===== config.mk =====
export PLATFORM = sky130hd
export DESIGN_NAME = ica_hmat_sched
export DESIGN_NICKNAME = d
export VERILOG_FILES = /design/src/rtl/ica_hmat_sched.sv
export SDC_FILE = /design/constraint.sdc
export NUM_CORES = 2
export LEC_CHECK = 0
export CAP_MARGIN = 20
export CORE_MARGIN = 3
export CORE_UTILIZATION = 45
export CTS_CLUSTER_DIAMETER = 120
export DETAILED_ROUTE_END_ITERATION = 8
export PLACE_DENSITY_LB_ADDON = 0.1
export SLEW_MARGIN = 20
export SYNTH_ARGS = -nofsm -noshare
export SYNTH_HDL_FRONTEND = slang
export SYNTH_SLANG_ARGS = --single-unit
export TNS_END_PERCENT = 10

===== constraint.sdc =====
create_clock -name clk -period 5.5 [get_ports clk]
set_clock_uncertainty 0.05 [all_clocks]
set_input_delay 1.65 -clock clk [delete_from_list [all_inputs] [get_ports clk]]
set_output_delay 1.65 -clock clk [all_outputs]
set_load 0.02 [all_outputs]

===== src/rtl/ica_hmat_sched.sv =====
// ica_hmat_sched
//
// Purpose:
//   Computes the full N_COMP x N_COMP matrix H[i][j] = sum_k tanhu[i][k] * u[j][k]
//   over N_SAMP samples on one shared T_W x U_W multiply-accumulate unit.
//   The unit is time-multiplexed: one sample pair is read per cycle, k fastest,
//   then j, then i. Each finished dot product is written to the H register file.
//
// Ports:
//   clk      clock, rising edge
//   rst      asynchronous reset, active-low
//   start    begin a matrix computation (only looked at while idle)
//   abort    synchronous cancel of a running computation, flushes the pipeline
//   busy     high while reads are issued or the pipeline drains
//   done     one-cycle pulse one cycle after the last H write
//   rd_en    sample buffer read strobe
//   rd_i     tanhu row index
//   rd_j     u row index
//   rd_k     sample index
//   t_dat    tanhu[rd_i][rd_k], arrives one cycle after rd_en
//   u_dat    u[rd_j][rd_k], arrives one cycle after rd_en
//   h_we     H write strobe
//   h_wi     H row index of the write
//   h_wj     H column index of the write
//   h_wdat   completed dot product H[h_wi][h_wj]

module ica_hmat_sched #(
    parameter int N_COMP = 3,
    parameter int N_SAMP = 64,
    parameter int U_W    = 32,
    parameter int T_W    = 16,
    parameter int ACC_W  = 64,
    localparam int IW    = $clog2(N_COMP),
    localparam int KW    = $clog2(N_SAMP)
) (
    input  logic                  clk,
    input  logic                  rst,
    input  logic                  start,
    input  logic                  abort,
    output logic                  busy,
    output logic                  done,
    output logic                  rd_en,
    output logic [IW-1:0]         rd_i,
    output logic [IW-1:0]         rd_j,
    output logic [KW-1:0]         rd_k,
    input  logic [T_W-1:0]        t_dat,
    input  logic [U_W-1:0]        u_dat,
    output logic                  h_we,
    output logic [IW-1:0]         h_wi,
    output logic [IW-1:0]         h_wj,
    output logic [ACC_W-1:0]      h_wdat
);

    localparam int P_W = T_W + U_W;
    localparam logic [IW-1:0] I_MAX = IW'(N_COMP - 1);
    localparam logic [KW-1:0] K_MAX = KW'(N_SAMP - 1);

    typedef enum logic [1:0] {
        S_IDLE,
        S_RUN,
        S_DRAIN,
        S_DONE
    } state_t;

    state_t          state;
    state_t          state_nxt;
    logic [1:0]      drain_cnt;

    logic [IW-1:0]   cnt_i;
    logic [IW-1:0]   cnt_j;
    logic [KW-1:0]   cnt_k;
    logic            issue_last;
    logic            flush;

    // Stage 1: tags of the read issued last cycle; its data is on t_dat/u_dat now
    logic            s1_valid;
    logic            s1_first;
    logic            s1_last;
    logic [IW-1:0]   s1_i;
    logic [IW-1:0]   s1_j;

    // Stage 2: registered product and its tags
    logic            s2_valid;
    logic            s2_first;
    logic            s2_last;
    logic [IW-1:0]   s2_i;
    logic [IW-1:0]   s2_j;
    logic [P_W-1:0]  s2_prod;

    logic [ACC_W-1:0] acc;
    logic [ACC_W-1:0] prod_ext;
    logic [ACC_W-1:0] acc_nxt;
    logic [P_W-1:0]   t_ext;
    logic [P_W-1:0]   u_ext;

    assign issue_last = (cnt_i == I_MAX) && (cnt_j == I_MAX) && (cnt_k == K_MAX);

    // An abort only matters while work is in flight; in IDLE and DONE it is ignored.
    assign flush = abort && ((state == S_RUN) || (state == S_DRAIN));

    // State register.
    always_ff @(posedge clk or negedge rst) begin
        if (!rst) begin
            state <= S_IDLE;
        end else begin
            state <= state_nxt;
        end
    end

    // Next-state and control outputs. Abort takes priority over start in IDLE,
    // and the DRAIN phase covers the three pipeline stages behind the last issue.
    always_comb begin
        state_nxt = state;
        busy      = 1'b0;
        done      = 1'b0;
        rd_en     = 1'b0;
        rd_i      = '0;
        rd_j      = '0;
        rd_k      = '0;
        case (state)
            S_IDLE: begin
                if (!abort && start) begin
                    state_nxt = S_RUN;
                end
            end
            S_RUN: begin
                busy  = 1'b1;
                rd_en = 1'b1;
                rd_i  = cnt_i;
                rd_j  = cnt_j;
                rd_k  = cnt_k;
                if (abort) begin
                    state_nxt = S_IDLE;
                end else if (issue_last) begin
                    state_nxt = S_DRAIN;
                end
            end
            S_DRAIN: begin
                busy = 1'b1;
                if (abort) begin
                    state_nxt = S_IDLE;
                end else if (drain_cnt == 2'd2) begin
                    state_nxt = S_DONE;
                end
            end
            S_DONE: begin
                done      = 1'b1;
                state_nxt = S_IDLE;
            end
            default: begin
                state_nxt = S_IDLE;
            end
        endcase
    end

    // Counts the cycles spent in DRAIN.
    always_ff @(posedge clk or negedge rst) begin
        if (!rst) begin
            drain_cnt <= '0;
        end else if ((state == S_DRAIN) && !flush) begin
            drain_cnt <= drain_cnt + 2'd1;
        end else begin
            drain_cnt <= '0;
        end
    end

    // Issue counters: k wraps into j, j wraps into i. They are parked at zero
    // outside RUN so every run starts at (0,0,0) and never steps past the last entry.
    always_ff @(posedge clk or negedge rst) begin
        if (!rst) begin
            cnt_i <= '0;
            cnt_j <= '0;
            cnt_k <= '0;
        end else if ((state != S_RUN) || flush || issue_last) begin
            cnt_i <= '0;
            cnt_j <= '0;
            cnt_k <= '0;
        end else if (cnt_k == K_MAX) begin
            cnt_k <= '0;
            if (cnt_j == I_MAX) begin
                cnt_j <= '0;
                cnt_i <= cnt_i + 1'b1;
            end else begin
                cnt_j <= cnt_j + 1'b1;
            end
        end else begin
            cnt_k <= cnt_k + 1'b1;
        end
    end

    // Sign extension of the operands so the multiply is signed at full product width,
    // and of the product to accumulator width.
    always_comb begin
        t_ext    = {{U_W{t_dat[T_W-1]}}, t_dat};
        u_ext    = {{T_W{u_dat[U_W-1]}}, u_dat};
        prod_ext = {{(ACC_W - P_W){s2_prod[P_W-1]}}, s2_prod};
        acc_nxt  = s2_first ? prod_ext : (acc + prod_ext);
    end

    // Stage 1 tags. The first/last flags mark the start and end of one dot product
    // so the accumulator restarts without a separate clear cycle.
    always_ff @(posedge clk or negedge rst) begin
        if (!rst) begin
            s1_valid <= 1'b0;
            s1_first <= 1'b0;
            s1_last  <= 1'b0;
            s1_i     <= '0;
            s1_j     <= '0;
        end else begin
            s1_valid <= rd_en && !flush;
            s1_first <= (cnt_k == '0);
            s1_last  <= (cnt_k == K_MAX);
            s1_i     <= cnt_i;
            s1_j     <= cnt_j;
        end
    end

    // Stage 2: product register.
    always_ff @(posedge clk or negedge rst) begin
        if (!rst) begin
            s2_valid <= 1'b0;
            s2_first <= 1'b0;
            s2_last  <= 1'b0;
            s2_i     <= '0;
            s2_j     <= '0;
            s2_prod  <= '0;
        end else begin
            s2_valid <= s1_valid && !flush;
            s2_first <= s1_first;
            s2_last  <= s1_last;
            s2_i     <= s1_i;
            s2_j     <= s1_j;
            s2_prod  <= $signed(t_ext) * $signed(u_ext);
        end
    end

    // Stage 3: accumulate, and on the last sample of an entry publish the sum.
    // The write port registers only change on a write so they hold between writes.
    always_ff @(posedge clk or negedge rst) begin
        if (!rst) begin
            acc    <= '0;
            h_we   <= 1'b0;
            h_wi   <= '0;
            h_wj   <= '0;
            h_wdat <= '0;
        end else begin
            h_we <= s2_valid && s2_last && !flush;
            if (s2_valid && !flush) begin
                acc <= acc_nxt;
                if (s2_last) begin
                    h_wi   <= s2_i;
                    h_wj   <= s2_j;
                    h_wdat <= acc_nxt;
                end
            end
        end
    end

endmodule


; Yosys cells after proc, flatten, opt, wreduce, memory -nomap -nowiden
; Cells that the tools add are included.
[word_totals]
regBits = 209
in_bits = 52
output_inout_bits = 82
elab_cells = 83
[op_classes]
n_addsub = 5
mul = 1
eq_ne = 11
mux = 22
n_reduce_logical = 23
[op_table]
columns = operator, n
row1 = $add A64 B64 Y64, 1
row2 = $mux W64, 1
row3 = $mul A16 B32 Y48, 1
row4 = $mux W2, 14
row5 = $mux W6, 3
row6 = $eq A2 B2 Y1 const B, 5
row7 = $logic_and A1 B1 Y1, 10
row8 = $pmux W2 S4, 1
row9 = $add A2 B1 Y2 const B, 3
row10 = $add A6 B1 Y6 const B, 1
row11 = $eq A6 B6 Y1 const B, 1
row12 = $logic_not A6 Y1, 1
row13 = $ne A3 B3 Y1 const B, 2
row14 = $reduce_and A2 Y1, 2
row15 = $reduce_bool A2 Y1, 2
row16 = $logic_or A1 B1 Y1, 3
row17 = $mux W1, 3
row18 = $reduce_and A3 Y1, 1
row19 = $eq A2 B1 Y1 const B, 1
row20 = $logic_not A1 Y1, 2
row21 = $logic_not A2 Y1, 1
row22 = $ne A2 B1 Y1 const B, 1
row23 = $ne A2 B2 Y1 const B, 1
row24 = $reduce_or A2 Y1, 1

; Depth between registers and ports, before layout
[logic_depth]
ltp_word = 7
mapped_depth = 26
mapped_depth_nobuf = 24

; Least setup slack after synthesis
; OpenSTA, ideal clock, no wires.
[synth_timing]
kind = input to register
from = input port t_dat[1]
to = register s2_prod[44]
setup_ns = 0.131
t_arrival_ns = 7.321
t_required_ns = 5.319
slack_ns = -2.002
path_stages = 22
path_buffers = 1
cell_sequence = clkbuf_1 nand2_1 fa_1 fa_1 fa_1 inv_1 fa_1 fa_1 inv_1 fa_1 inv_1 ha_1 a21o_1 a21o_1 a2111o_1 a211o_1 o21ai_1 o21ai_0 a311o_1 nand4_1 o21ai_0 xor2_1
[synth_via]
elab_chain_cells = 1
[synth_rtl]
columns = item, line
row1 = start: declaration, 46  ; input logic [T_W-1:0] t_dat,
row2 = $mul A16 B32 Y48, 233  ; s2_prod <= $signed(t_ext) * $signed(u_ext);
row3 = end signal: assignment, 233
row4 = end: declaration, 88  ; logic [P_W-1:0] s2_prod;
; No other way between the ends.
; A chain may end at the register's enable or synchronous reset.

; Worst setup path after layout
[layout_timing]
from = input port u_dat[9]
to = register s2_prod[46]
[layout_via]
elab_chain_cells = 1
[layout_rtl]
columns = item, line
row1 = start: declaration, 47  ; input logic [U_W-1:0] u_dat,
row2 = $mul A16 B32 Y48, 233
; No other way between the ends.

==> results_dict.tcl <==
set metrics [dict create \
    cp_data_required_time_ns 5.85 \
    place_area_um2 34100 \
    die_h_um 263 \
    grt_usage_pct 24.1 \
    crit_path_end "s2_prod[46]" \
    start_util_pct 45.9 \
    tightest_slew_ns 1.03 \
    rsz0062_at_grt "yes" \
    n_antenna_cell 0 \
    drtIter0Drc 1335 \
    hold_viol 0 \
    clk_pin_slew_ns 0.06 \
    r2r_end "h_wdat[61]" \
    yosysTopAreaCellShare_pct 32.7 \
    htreeDepth 1 \
    postSynth.asyncResetShare_pct 100 \
    grt_pass1_vias 25126 \
    core_area_um2 65000 \
    hpwlAfterDp_um 65300 \
    critical_path_class "input pin to flop" \
    drcViolationCount 0 \
    clockBufferDepth 3 \
    tns_ns -43.13 \
    drive_gt1_share_pct 18.1 \
    min_path_type "flop to flop" \
    startpoint_type "input pin" \
    ys_types 81 \
    postRouteAntennaNets 0 \
    status "finished, violations left" \
    r2r_setup_slack_ns 1.44 \
    yosysSeqAreaShare_pct 17.5 \
    syn_avg_cell_area_um2 8.82 \
    cts_tree "yes" \
    drv_slew 0 \
    io_buffers 133 \
    grt_antenna_before_repair 0 \
    cts_root_buffer "clkbuf_16" \
    synth_flop_cell "dfrtp_1" \
    synth_seq_cells 209 \
    die_w_um 263 \
    end_kind "flop" \
    drt_first_pass_iters 5 \
    vias_per_cell 5.21 \
    grt-ovfl-total 0 \
    synth_area_leader_cell "fa_1" \
    clk_latency_ns 0.53 \
    cp.arrival_ns 7.42 \
    fin_crit_ns 7.06 \
    fmax_ghz 0.142 \
    final_nets 4455 \
    design_area_um2 36600 \
    cts_hold_buffers 0 \
    grt_pass1_wl_um 137000 \
    r2r_cells 10 \
    via_count 23986 \
    utilization_pct 56.2 \
    violations "negative setup slack" \
    finalWirelength_um 82900 \
    syn_area_um2 29800 \
    area_delta_synth_final_pct 22.6 \
    wl_per_cell_um 18.0 \
    fp.dieArea_um2 69400 \
    max-cap-violations 0 \
    cts.sinks 209 \
    final_common_cell "inv_1" \
    crit_fanout 6 \
    slew_headroom_pct 31.7 \
    tritoncts.num_buffers 22 \
    synth_edf_count 0 \
    synth_area_leaders "fa_1, dfrtp_1, ha_1" \
    setup_violations 39 \
    synthCells 3383 \
    pre_cts_ws_ns -2.58 \
    rows 93 \
    place_congestion 0.893 \
    worst_slack_ns -1.56 \
    r2r-start "s2_prod[19]" \
    crit_start "u_dat[9]" \
    synth.net_count 4108 \
    yosysWarnings 0 \
    grt_max_degree 101 \
    min_period_over_period_pct 128 \
    io_pins 134 \
    final_cell_mix "inv_1, nand2_1, fa_1" \
]
==> cell type report <==
cell class                      instances  area [µm²]
Clock buffer                           27         631
Clock inverter                         12         106
Fill cell                            5868       28500
Inverter                              608        2290
Multi-Input combinational cell       2394       22500
Sequential cell                       209        5230
Tap cell                              855        1070
Timing Repair Buffer                  495        4790
==> state kept, by name (all words and copies together), names as in the netlist <==
signal     cells
acc           64
cnt_i          2
cnt_j          2
cnt_k          6
drain_cnt      2
h_wdat        64
h_we           1
h_wi           2
h_wj           2
s1_first       1
s1_i           2
s1_j           2
s1_last        1
s1_valid       1
s2_first       1
s2_i           2
s2_j           2
s2_last        1
s2_prod       48
s2_valid       1
state          2
==> per-layer routing <==
metal | up-vias | wire, µm | track usage [%]
met1 | 12046 | 38200 | 34.4
met2 | 581 | 39800 | 40.5
met5 | - | 0 | 0
met3 | 97 | 3380 | 2.10
met4 | 0 | 1490 | 4.46
li1 | 11262 | - | -
==> cell usage after synthesis (all sizes together) (8+ instances only) <==
master and instances:
nor2b 13, a21oi 158, xor2 33, o21bai 21, xnor2 70, o31ai 8
or4b 11, nand2 501, nand3 47, and2 232, and3 22, buf 24
inv 606, o21ai 191, a31oi 16, a21o 54, nor3 42, o21a 12
nand4 31, mux2i 21, a21boi 10, o211ai 9, fa 487, clkbuf 148
dfrtp 209, nor2 119, a211oi 10, nand2b 15, ha 186
==> cell families after synthesis <==
family                   synth area share, %
AND/OR/NAND/NOR                         16.9
buffers and inverters                   9.90
XOR/XNOR                                3.02
multiplexers                           0.894
AO/OA/AOI/OAI                           11.3
adder cells (fa/ha/maj)                 40.5
flip-flops                              17.5
==> stage by stage <==
step                      instances  hold WS, ns
after CTS                      4591        0.291
final                          4600        0.294
after floorplan                3383        0.281
after global routing           4600        0.308
after global placement         4483        0.286
after detailed placement       4483        0.290
==> what timing repair did <==
| action | 4_1_cts | 5_1_grt |
|---|---|---|
| setup endpoints to repair | 41 | 40 |
| resized for setup | 320 | 162 |
| setup buffers | 55 | 15 |
| cloned | 14 | 1 |
| pin swaps | 101 | 127 |
==> critical path: stages <==
cell       delay, ns
buf_4           0.11
bufbuf_16       0.26
nand2_1         0.07
fa_1            0.54
inv_1           0.07
fa_2            0.41
fa_2            0.58
fa_2            0.44
fa_1            0.55
inv_2           0.05
fa_2            0.53
inv_2           0.05
ha_4            0.15
a21o_1          0.17
a21o_1          0.19
a2111o_1        0.44
a211o_1         0.29
o21ai_4         0.10
o31a_1          0.18
o211ai_1        0.12
o21ai_2         0.20
o21bai_1        0.10
xor2_1          0.14
==> worst min path at each step <==
stage                         from        to  slack, ns  cells past startpoint
final                      s1_i[1]   s2_i[1]       0.29                      0
after global routing       s1_j[1]   s2_j[1]       0.31                      0
after CTS                  s1_i[1]   s2_i[1]       0.29                      0
after detailed placement   s1_j[1]   s2_j[1]       0.29                      0
after global placement     s1_i[0]   s2_i[0]       0.29                      0
after floorplan           s1_first  s2_first       0.28                      0
Power is not shown: default switching activity piles up to over one toggle a cycle in this logic, so the estimate is an artifact.
